## src/rtl/uart_tx_cfg.sv

```systemverilog
// Parameterised UART transmitter with a one-word holding buffer, optional parity
// and one or two stop bits; frame starts are held off while i_rx_busy is high.
module uart_tx_cfg #(
   parameter int unsigned CLK_FREQ  = 100000000,
   parameter int unsigned BAUD_RATE = 115200,
   parameter int unsigned DATA_BITS = 8,
   parameter int unsigned PARITY    = 0,
   parameter int unsigned STOP_BITS = 1
) (
   input  logic                 i_clk,
   input  logic                 i_reset,
   input  logic                 i_rx_busy,
   input  logic                 i_tx_valid,
   input  logic [DATA_BITS-1:0] i_tx_data,
   output logic                 o_tx_ready,
   output logic                 o_tx_data,
   output logic                 o_tx_busy,
   output logic                 o_tx_done
);

   localparam int unsigned DIV   = (BAUD_RATE == 0) ? 0 : CLK_FREQ / BAUD_RATE;
   localparam int unsigned CNT_W = (DIV > 2) ? $clog2(DIV) : 1;
   localparam int unsigned IDX_W = (DATA_BITS > 2) ? $clog2(DATA_BITS) : 2;

   if (DIV < 2 || DATA_BITS < 5 || DATA_BITS > 9 || PARITY > 2 ||
       STOP_BITS < 1 || STOP_BITS > 2) begin : g_param_check
      $error("uart_tx_cfg: illegal parameter combination");
   end

   typedef enum logic [2:0] {
      S_IDLE,
      S_START,
      S_DATA,
      S_PARITY,
      S_STOP
   } state_t;

   state_t               state, state_n;
   logic [CNT_W-1:0]     cnt, cnt_n;
   logic [IDX_W-1:0]     idx, idx_n;
   logic [DATA_BITS-1:0] shreg, shreg_n;
   logic [DATA_BITS-1:0] buf_data, buf_data_n;
   logic                 buf_full, buf_full_n;
   logic                 par_bit, par_n;
   logic                 line_n;
   logic                 done_n;
   logic                 tick;

   assign tick = (cnt == CNT_W'(DIV - 1));

   // State and datapath registers; ready mirrors the next buffer state
   always_ff @(posedge i_clk) begin
      if (i_reset) begin
         state      <= S_IDLE;
         cnt        <= '0;
         idx        <= '0;
         shreg      <= '0;
         buf_data   <= '0;
         buf_full   <= 1'b0;
         par_bit    <= 1'b0;
         o_tx_ready <= 1'b0;
         o_tx_data  <= 1'b1;
         o_tx_busy  <= 1'b0;
         o_tx_done  <= 1'b0;
      end else begin
         state      <= state_n;
         cnt        <= cnt_n;
         idx        <= idx_n;
         shreg      <= shreg_n;
         buf_data   <= buf_data_n;
         buf_full   <= buf_full_n;
         par_bit    <= par_n;
         o_tx_ready <= ~buf_full_n;
         o_tx_data  <= line_n;
         o_tx_busy  <= (state_n != S_IDLE);
         o_tx_done  <= done_n;
      end
   end

   // Next-state, buffer and line logic
   always_comb begin
      state_n    = state;
      cnt_n      = cnt;
      idx_n      = idx;
      shreg_n    = shreg;
      buf_data_n = buf_data;
      buf_full_n = buf_full;
      par_n      = par_bit;
      line_n     = o_tx_data;
      done_n     = 1'b0;

      if (i_tx_valid && o_tx_ready) begin
         buf_full_n = 1'b1;
         buf_data_n = i_tx_data;
      end

      if (state != S_IDLE) begin
         cnt_n = tick ? '0 : cnt + CNT_W'(1);
      end

      case (state)
         S_IDLE: begin
            if (buf_full && !i_rx_busy) begin
               state_n    = S_START;
               cnt_n      = '0;
               idx_n      = '0;
               shreg_n    = buf_data;
               par_n      = (^buf_data) ^ (PARITY == 2);
               buf_full_n = 1'b0;
               line_n     = 1'b0;
            end
         end
         S_START: begin
            if (tick) begin
               state_n = S_DATA;
               line_n  = shreg[0];
               shreg_n = shreg >> 1;
            end
         end
         S_DATA: begin
            if (tick) begin
               if (idx == IDX_W'(DATA_BITS - 1)) begin
                  idx_n = '0;
                  if (PARITY != 0) begin
                     state_n = S_PARITY;
                     line_n  = par_bit;
                  end else begin
                     state_n = S_STOP;
                     line_n  = 1'b1;
                  end
               end else begin
                  idx_n   = idx + IDX_W'(1);
                  line_n  = shreg[0];
                  shreg_n = shreg >> 1;
               end
            end
         end
         S_PARITY: begin
            if (tick) begin
               state_n = S_STOP;
               line_n  = 1'b1;
            end
         end
         S_STOP: begin
            // idx counts stop bits here; it was cleared on leaving DATA
            if (tick) begin
               if (idx == IDX_W'(STOP_BITS - 1)) begin
                  state_n = S_IDLE;
                  idx_n   = '0;
                  done_n  = 1'b1;
               end else begin
                  idx_n = idx + IDX_W'(1);
               end
            end
         end
         default: state_n = S_IDLE;
      endcase
   end

endmodule

```

## config.mk

```make
export PLATFORM = sky130hd
export DESIGN_NAME = uart_tx_cfg
export DESIGN_NICKNAME = d
export VERILOG_FILES = /design/src/rtl/uart_tx_cfg.sv
export SDC_FILE = /design/constraint.sdc
export NUM_CORES = 1
export LEC_CHECK = 0
export ABC_AREA = 1
export CORE_MARGIN = 5
export CORE_UTILIZATION = 50
export CTS_CLUSTER_DIAMETER = 50
export DETAILED_ROUTE_END_ITERATION = 6
export HOLD_SLACK_MARGIN = 0.02
export PLACE_DENSITY = 0.77
export SLEW_MARGIN = 20
export SYNTH_ARGS = -nofsm -noshare
export SYNTH_HDL_FRONTEND = slang
export SYNTH_SLANG_ARGS = --single-unit
```

## constraint.sdc

```tcl
create_clock -name i_clk -period 1.5 [get_ports i_clk]
set_input_delay 0.225 -clock i_clk [delete_from_list [all_inputs] [get_ports i_clk]]
set_output_delay 0.225 -clock i_clk [all_outputs]
set_load 0.02 [all_outputs]
```

After elaboration in Yosys (flattened, before gate mapping):

Index checks and enable logic that the tools add are counted.

* register bits after elaboration: 37
* bits of input ports: 12
* output and inout bits: 4
* word-level logic and storage cells: 74

* add/subtract/negate cells: 2
* equal/unequal tests: 12
* mux-type cells: 33
* bitwise logic cells: 3
* reductions and logical operators: 14

Operators with widths (count)
* 2-to-1 mux 10 bit: 4
* 2-to-1 mux 3 bit: 12
* 2-to-1 mux 8 bit: 4
* one-hot mux 8 bit (3 select lines): 1
* one-hot mux 3 bit (5 select lines): 1
* inequality test 2 bit (second input constant): 6
* nonzero test 3 bit: 4
* adder 10 x 1 -> 10 bit (second input constant): 1
* equality test 10 bit (second input constant): 1
* AND reduction 5 bit: 2
* 2-to-1 mux 1 bit: 9
* one-hot mux 3 bit (3 select lines): 1
* equality test 3 x 2 -> 1 bit (second input constant): 2
* equality test 3 bit (second input constant): 2
* logical NOT 3 bit: 2
* one-hot mux 1 bit (4 select lines): 1
* AND reduction 4 bit: 1
* nonzero test 4 bit: 1
* adder 3 x 1 -> 3 bit (second input constant): 1
* equality test 3 x 1 -> 1 bit (second input constant): 1
* NOT 1 bit: 3
* OR reduction 3 bit: 1
* logical AND 1 bit: 2
* logical NOT 1 bit: 1

Longest topological paths before layout:

* word-level depth: 5
* mapped depth: 11
* mapped depth without buffers: 11

Worst setup path before layout:

OpenSTA, ideal clock, no wires.

* path kind: reg-to-reg
* from: reg cnt[0]
* to: reg shreg[4]
* library setup time: 0.113 ns
* arrival: 1.365 ns
* required time: 1.387 ns
* slack: 0.022 ns
* cell stages (with the launch flop): 12
* path buffers: 1
* period minus slack after synthesis: 1.478 ns
* cell sequence: dfxtp_1 ha_1 nand2_1 nor2_2 nand3_2 nand2_1 nand2_2 nor2_4 buf_6 nand2_1 nand2_1 nor2_1

* cells in the longest elaborated chain, start to end: 3
* elaborated cells between the ends (all ways): 4
* those cells by class: eq/ne: 3; reduce/logical: 1

Ends and longest elaborated chain
* from (decl): line 39 `logic [CNT_W-1:0] cnt, cnt_n;`
* from (signal assigned): line 67 `cnt <= cnt_n;`
* equality test 10 bit (*): line 49 `assign tick = (cnt == CNT_W'(DIV - 1));`
* inequality test 2 bit (no line)
* AND reduction 5 bit (no line) (*)
* to (signal assigned): line 69 `shreg <= shreg_n;`
* to (decl): line 41 `logic [DATA_BITS-1:0] shreg, shreg_n;`

Every way passes the cells marked *; elsewhere a longest branch is shown, timed or not.
A chain may end at the register's enable or synchronous reset.

Final worst setup path:

* from: reg cnt[0]
* to: reg shreg[7]

The elaborated chain is that of the path after synthesis.

==> results.toml <==
[outcome]
status = "finished with violations"
violations = "setup timing"

[die]
die_area_sq_um = 5240
coreArea_sq_um = 3720
fp.dieH_microns = 72.4
num_rows = 22
num_io_pins = 16
initial_core_util = 0.523
die_w_microns = 72.4

[timing]
skew_ns = 0.00495
max_slew.worst_pin.slew_ns = 0.309
finalHoldViolCount = 0
relSlewSlack = 0.792
hold_ws_ns = 0.470
fmax_mhz = 663
timing.final.max_slew_violations = 0
period_needed_ns = 1.51
setup_viol = 2
rsz0062_at_grt = "true"
setup_ws_ns = -0.00864
period_share = 1.01

[synth]
yosysWarnings = 0
yosys-top-cells-count = "nand2_1 (73), nor2_1 (46), dfxtp_1 (37), inv_1 (32), nand3_1 (18)"
yosysSeqAreaShare = 0.381
synth_top_area_share = 0.381
netlist_instances = 287
synth_top_cell_by_area = "dfxtp_1"
synthFlopType = "dfxtp_1"
syn_nets = 303
syn-cell-area_sq_um = 1940
synthDistinctLibCells = 32
ys_seq_elements = 37
yosys-top-cells-area = "dfxtp_1 (38%), nand2_1 (14%), nor2_1 (8.9%)"
synth_edf_count = 0
yosysMostFrequentCell = "nand2_1"
ys_async_sr_fraction = 0
synth.avg_cell_area_sq_um = 6.77

[power_and_ir_drop]
power_density_nw_per_um2 = 869
peakVddDrop_v = 0.000667
intPower_uw = 1610
swShare = 0.262
power.switching_uw = 572
seqPwrFrac = 0.490
combPwrFrac = 0.162
finalPower_uw = 2180
p_clk_frac = 0.348
p_leak_uw = 0.00112

[hold_path]
hp-start = "o_tx_data"
min_to = "o_tx_data"
hold_depth = 2
min_path_type = "flop to flop"

[routing]
wl_microns = 4090
drtIter0Drc = 140
final_antenna_net_count = 0
wire_per_inst_microns = 10.8
avgViaCountPerCell = 4.89
drt_pass1_iterations = 4
drc = 0
num_vias = 1849

[final_layout]
fin_util = 0.676
area_growth_pct = 29.3
nNetsFinal = 345
diodes = 0
final_layout_size_suffix_gt1_frac = 0.227

[placement]
portBuffers = 15
hpwlAfterDp_microns = 2940
routabilityCongestion = 0.831
preCtsSetupSlack_ns = -0.155

[critical_path]
worst_ep_required_time_ns = 1.73
criticalPathCategory = "flop to flop"
rr_startpoint = "cnt[0]"
crit_fanout = 7
r2r_end = "shreg[7]"
worstPathArrival_ns = 1.74
cp-end-kind = "flop"
worstRegToRegCells = 10
start_kind = "flop"
r2r_slack_ns = -0.009

[grt]
grt_pass1_wl_microns = 6820
antenna_found_initial = 0
grt.total_usage = 0.165
grt_pass1_vias = 1648
grt_max_degree = 17
overflow = 0

[clock_tree]
clk_pin_slew_ns = 0.07
numCtsBuffers = 5
cts_tree = "yes"
clock_tree.root_cell = "clkbuf_8"
cts_max_level = 2
cts_hold_buffers = 0
clk_path_buf_depth = 2
cts.sinks = 37
clk_latency_ns = 0.29

[flow_run]
max-cap-violations = 0
[worst max path at each step]
stage / start / to / slack (ns) / cells past startpoint
5_1_grt: cnt[0] / shreg[7] / -0.09 / 10
3_3_place_gp: cnt[0] / shreg[6] / -0.06 / 10
2_1_floorplan: cnt[0] / shreg[4] / 0.02 / 11
6_report: cnt[0] / shreg[7] / -0.009 / 10
3_5_place_dp: cnt[0] / shreg[1] / -0.16 / 10
4_1_cts: cnt[1] / idx[2] / -0.05 / 10
[cell families after synthesis]
kind of cell             count (synthesis)  synth area share
AO/OA/AOI/OAI                           34             0.102
XOR/XNOR                                 2           0.00901
adder cells (fa/ha/maj)                  4            0.0257
buffers and inverters                   46            0.0991
flip-flops                              37             0.381
AND/OR/NAND/NOR                        164             0.383
[cells in the final DEF (no fill, tap or decap), drive strengths merged]
cell type and instances:
a21boi 2, a21o 1, a21oi 13, and2 1
buf 28, clkbuf 7, clkdlybuf4s50 15, clkinv 1
dfxtp 37, ha 4, inv 38, nand2 79
nand3 21, nand4 5, nor2 51, nor3 4
nor4 1, o21ai 17, o21bai 1, or2 2
xor2 2
[per-layer routing]
metal / vias up / global-route usage / share of wire
met5: - / 0 / 0
met3: 9 / 0.0374 / 0.058
met2: 43 / 0.256 / 0.44
li1: 981 / - / -
met4: 0 / 0.0689 / 0.022
met1: 816 / 0.221 / 0.48
[power groups by stage]
stage	clock network, uW	logic (uW)	registers (uW)
2_1_floorplan	0	213	1090
3_3_place_gp	0	316	1090
3_5_place_dp	0	324	1090
4_1_cts	767	335	1070
5_1_grt	807	402	1080
6_report	759	354	1070
[stage by stage]
stage          setup TNS, ns  instance area (sq um)  instances
2_1_floorplan              0                   1940        287
3_3_place_gp          -0.448                   2280        366
3_5_place_dp           -1.46                   2280        366
4_1_cts              -0.0501                   2460        378
5_1_grt               -0.574                   2510        378
6_report             -0.0162                   2510        378
[timing repair]
item | in CTS | in global routing
hold endpoints to repair | 0 | 0
gates resized for setup | 12 | 14
setup buffers | 4 | 0
endpoints found under the setup margin | 15 | 19
pin swaps | 8 | 8
cloned | 0 | 0
[critical path: stages (launching register included)]
cell	delay (ns)
dfxtp_2	0.36
ha_4	0.16
nand2_4	0.05
nor2_4	0.09
nand3_4	0.12
buf_6	0.16
a21oi_4	0.19
nand2_2	0.10
nand2_1	0.07
nand2_1	0.05
nor2_1	0.10
[sequential cells by signal, summed over array words and instances, names as in the netlist]
name,flops
o_tx_data,1
cnt,10
buf_full,1
o_tx_ready,1
buf_data,8
shreg,8
o_tx_busy,1
o_tx_done,1
idx,3
state,3
[final cells by class]
class | count | area [sq um]
Clock buffer | 7 | 96.3
Clock inverter | 1 | 5.00
Fill cell | 313 | 1200
Inverter | 38 | 143
Multi-Input combinational cell | 204 | 1090
Sequential cell | 37 | 743
Tap cell | 48 | 60.1
Timing Repair Buffer | 43 | 372
Power figures use the tool's default switching activity.
==> variant, RTL diff (same settings) <==
Change the parameter `PARITY` from 0 to 1.
--- a/src/rtl/uart_tx_cfg.sv
+++ b/src/rtl/uart_tx_cfg.sv
@@ -5,5 +5,5 @@
    parameter int unsigned BAUD_RATE = 115200,
    parameter int unsigned DATA_BITS = 8,
-   parameter int unsigned PARITY    = 0,
+   parameter int unsigned PARITY    = 1,
    parameter int unsigned STOP_BITS = 1
 ) (
Function: same outputs for any inputs over 10 cycles, from zero or initial values and one cycle with i_reset high; that may be too few to reach the edited logic, so the function may still have changed.
==> variant against the original RTL <==
Sequential share of layout area down 0.98 points; die area up 5.9%; cell area is 6.2% higher; power is 3.6% higher; clock power down 3.4%; area after synthesis up 6.8%; utilization down 0.89 points; largest power group unchanged; wire length increased by 15%; setup slack better by 0.012 ns; critical endpoint is now idx[1]; sequential cell count is 1 higher; first-iteration DRC count fell by 25%.
==> variant: results <==
export IMPL_min_from="shreg[5]"
export IMPL_status="finished, final reports clean"
export IMPL_synth_cell_types=34
export IMPL_wl_met2_um=2117
export IMPL_fin_cells=405
export IMPL_wirelength_um=4690
export IMPL_cp_arrival_ns=1.69
export IMPL_regArea_um2=763.2
export IMPL_grt_first_pass_wirelength_um=8231
export IMPL_drtIter0Drc=105
export IMPL_switching_share_pct=27.90
export IMPL_syn_nets=320
export IMPL_leakagePower_nw=1.219
export IMPL_drive_gt1_share_pct=20.28
export IMPL_timing_rr_end="idx[1]"
export IMPL_avgSynthCellArea_um2=6.832
export IMPL_multi_input_area_share_pct=45.03
export IMPL_synth_xor_area_share_pct=4.217
export IMPL_buffer_area_share_pct=15.70
export IMPL_r2r_start="cnt[1]"
export IMPL_gp_congestion=0.8720
export IMPL_gr_usage_met1_pct=25.45
export IMPL_final_nets=370
export IMPL_post_dp_hpwl_um=3365
export IMPL_irDropWorstVdd_v=0.0005611
export IMPL_nNonClkInverters=35
export IMPL_nNonClkBuffers=48
export IMPL_numPlacedInstances=394
export IMPL_slew_limit_headroom_pct=78.67
export IMPL_synth_compound_area_share_pct=9.036
export IMPL_yosys_top_cells_count="64 x nand2_1, 61 x nor2_1, 38 x dfxtp_1"
export IMPL_met3_usage_pct=3.649
export IMPL_holdPathEnd="shreg[5]"
export IMPL_fillers=332
export IMPL_slowest_stage="dfxtp_2"
export IMPL_seq_cells=38
export IMPL_seq_area_frac_synth_pct=36.63
export IMPL_num_multi_input_gates=226
export IMPL_clk_share_pct=3.421
export IMPL_reg2regPathDepth=9
export IMPL_ff2ff_setup_slack_ns=0.004
export IMPL_crit_fanout=13
export IMPL_first_global_vias=1896
export IMPL_gr_usage_met2_pct=30.63
export IMPL_synthAdderAreaFrac_pct=2.410
export IMPL_gr_usage_all_layers_pct=19.01
export IMPL_io_buffer_count=15
export IMPL_via_per_inst=5.000
export IMPL_grt_max_degree=14
==> variant: changes by cell type after synthesis, moves of 2 or more <==
cell and delta:
nor2_1 +15, nand3_1 +14, xnor2_1 +7, clkbuf_1 -2, nand2_1 -9, and2_1 +2
nor3_1 -2, o22ai_1 +2, o21ai_1 -2, o21ai_0 -2, inv_2 -2, nand2_2 +2
a21oi_1 -3
==> variant: what timing repair did <==
action                                  CTS  global route
resized for setup                         9             7
endpoints found under the hold margin     0             0
hold buffers                              0             0
pin swaps                                 6             2
buffers inserted                          3             0
endpoints found under the setup margin   19            28
==> variant: metrics by stage <==
step	instance area, um^2	hold WS, ns	power, mW	setup TNS, ns
2_1_floorplan	2077	0.3917	1.409	0
3_3_place_gp	2500	0.4672	1.531	-0.3324
3_5_place_dp	2500	0.4775	1.539	-0.6878
4_1_cts	2648	0.4890	2.267	-0.007022
5_1_grt	2670	0.5175	2.389	-1.345
6_report	2670	0.4868	2.262	0
==> variant: power groups by stage <==
stage	logic (mW)	clock network (mW)	registers, mW
2_1_floorplan	0.279	0	1.13
6_report	0.420	0.733	1.11
4_1_cts	0.419	0.739	1.11
5_1_grt	0.482	0.790	1.12
3_3_place_gp	0.402	0	1.13
3_5_place_dp	0.409	0	1.13
==> variant: critical path: cells and delay by family, from the launching register on <==
family | cells | cell delay, ns
simple gates | 6 | 0.54
flops | 1 | 0.35
compound gates | 1 | 0.20
fa+ha+maj | 1 | 0.15
buf+inv | 1 | 0.15
==> variant: worst max-delay path by stage <==
stage / cells after the start / slack [ns] / end
2_1_floorplan: 9 / 0.02 / shreg[0]
3_3_place_gp: 9 / -0.07 / o_tx_busy
3_5_place_dp: 9 / -0.09 / o_tx_busy
4_1_cts: 9 / -0.007 / o_tx_busy
5_1_grt: 10 / -0.09 / idx[1]
6_report: 9 / 0.004 / idx[1]
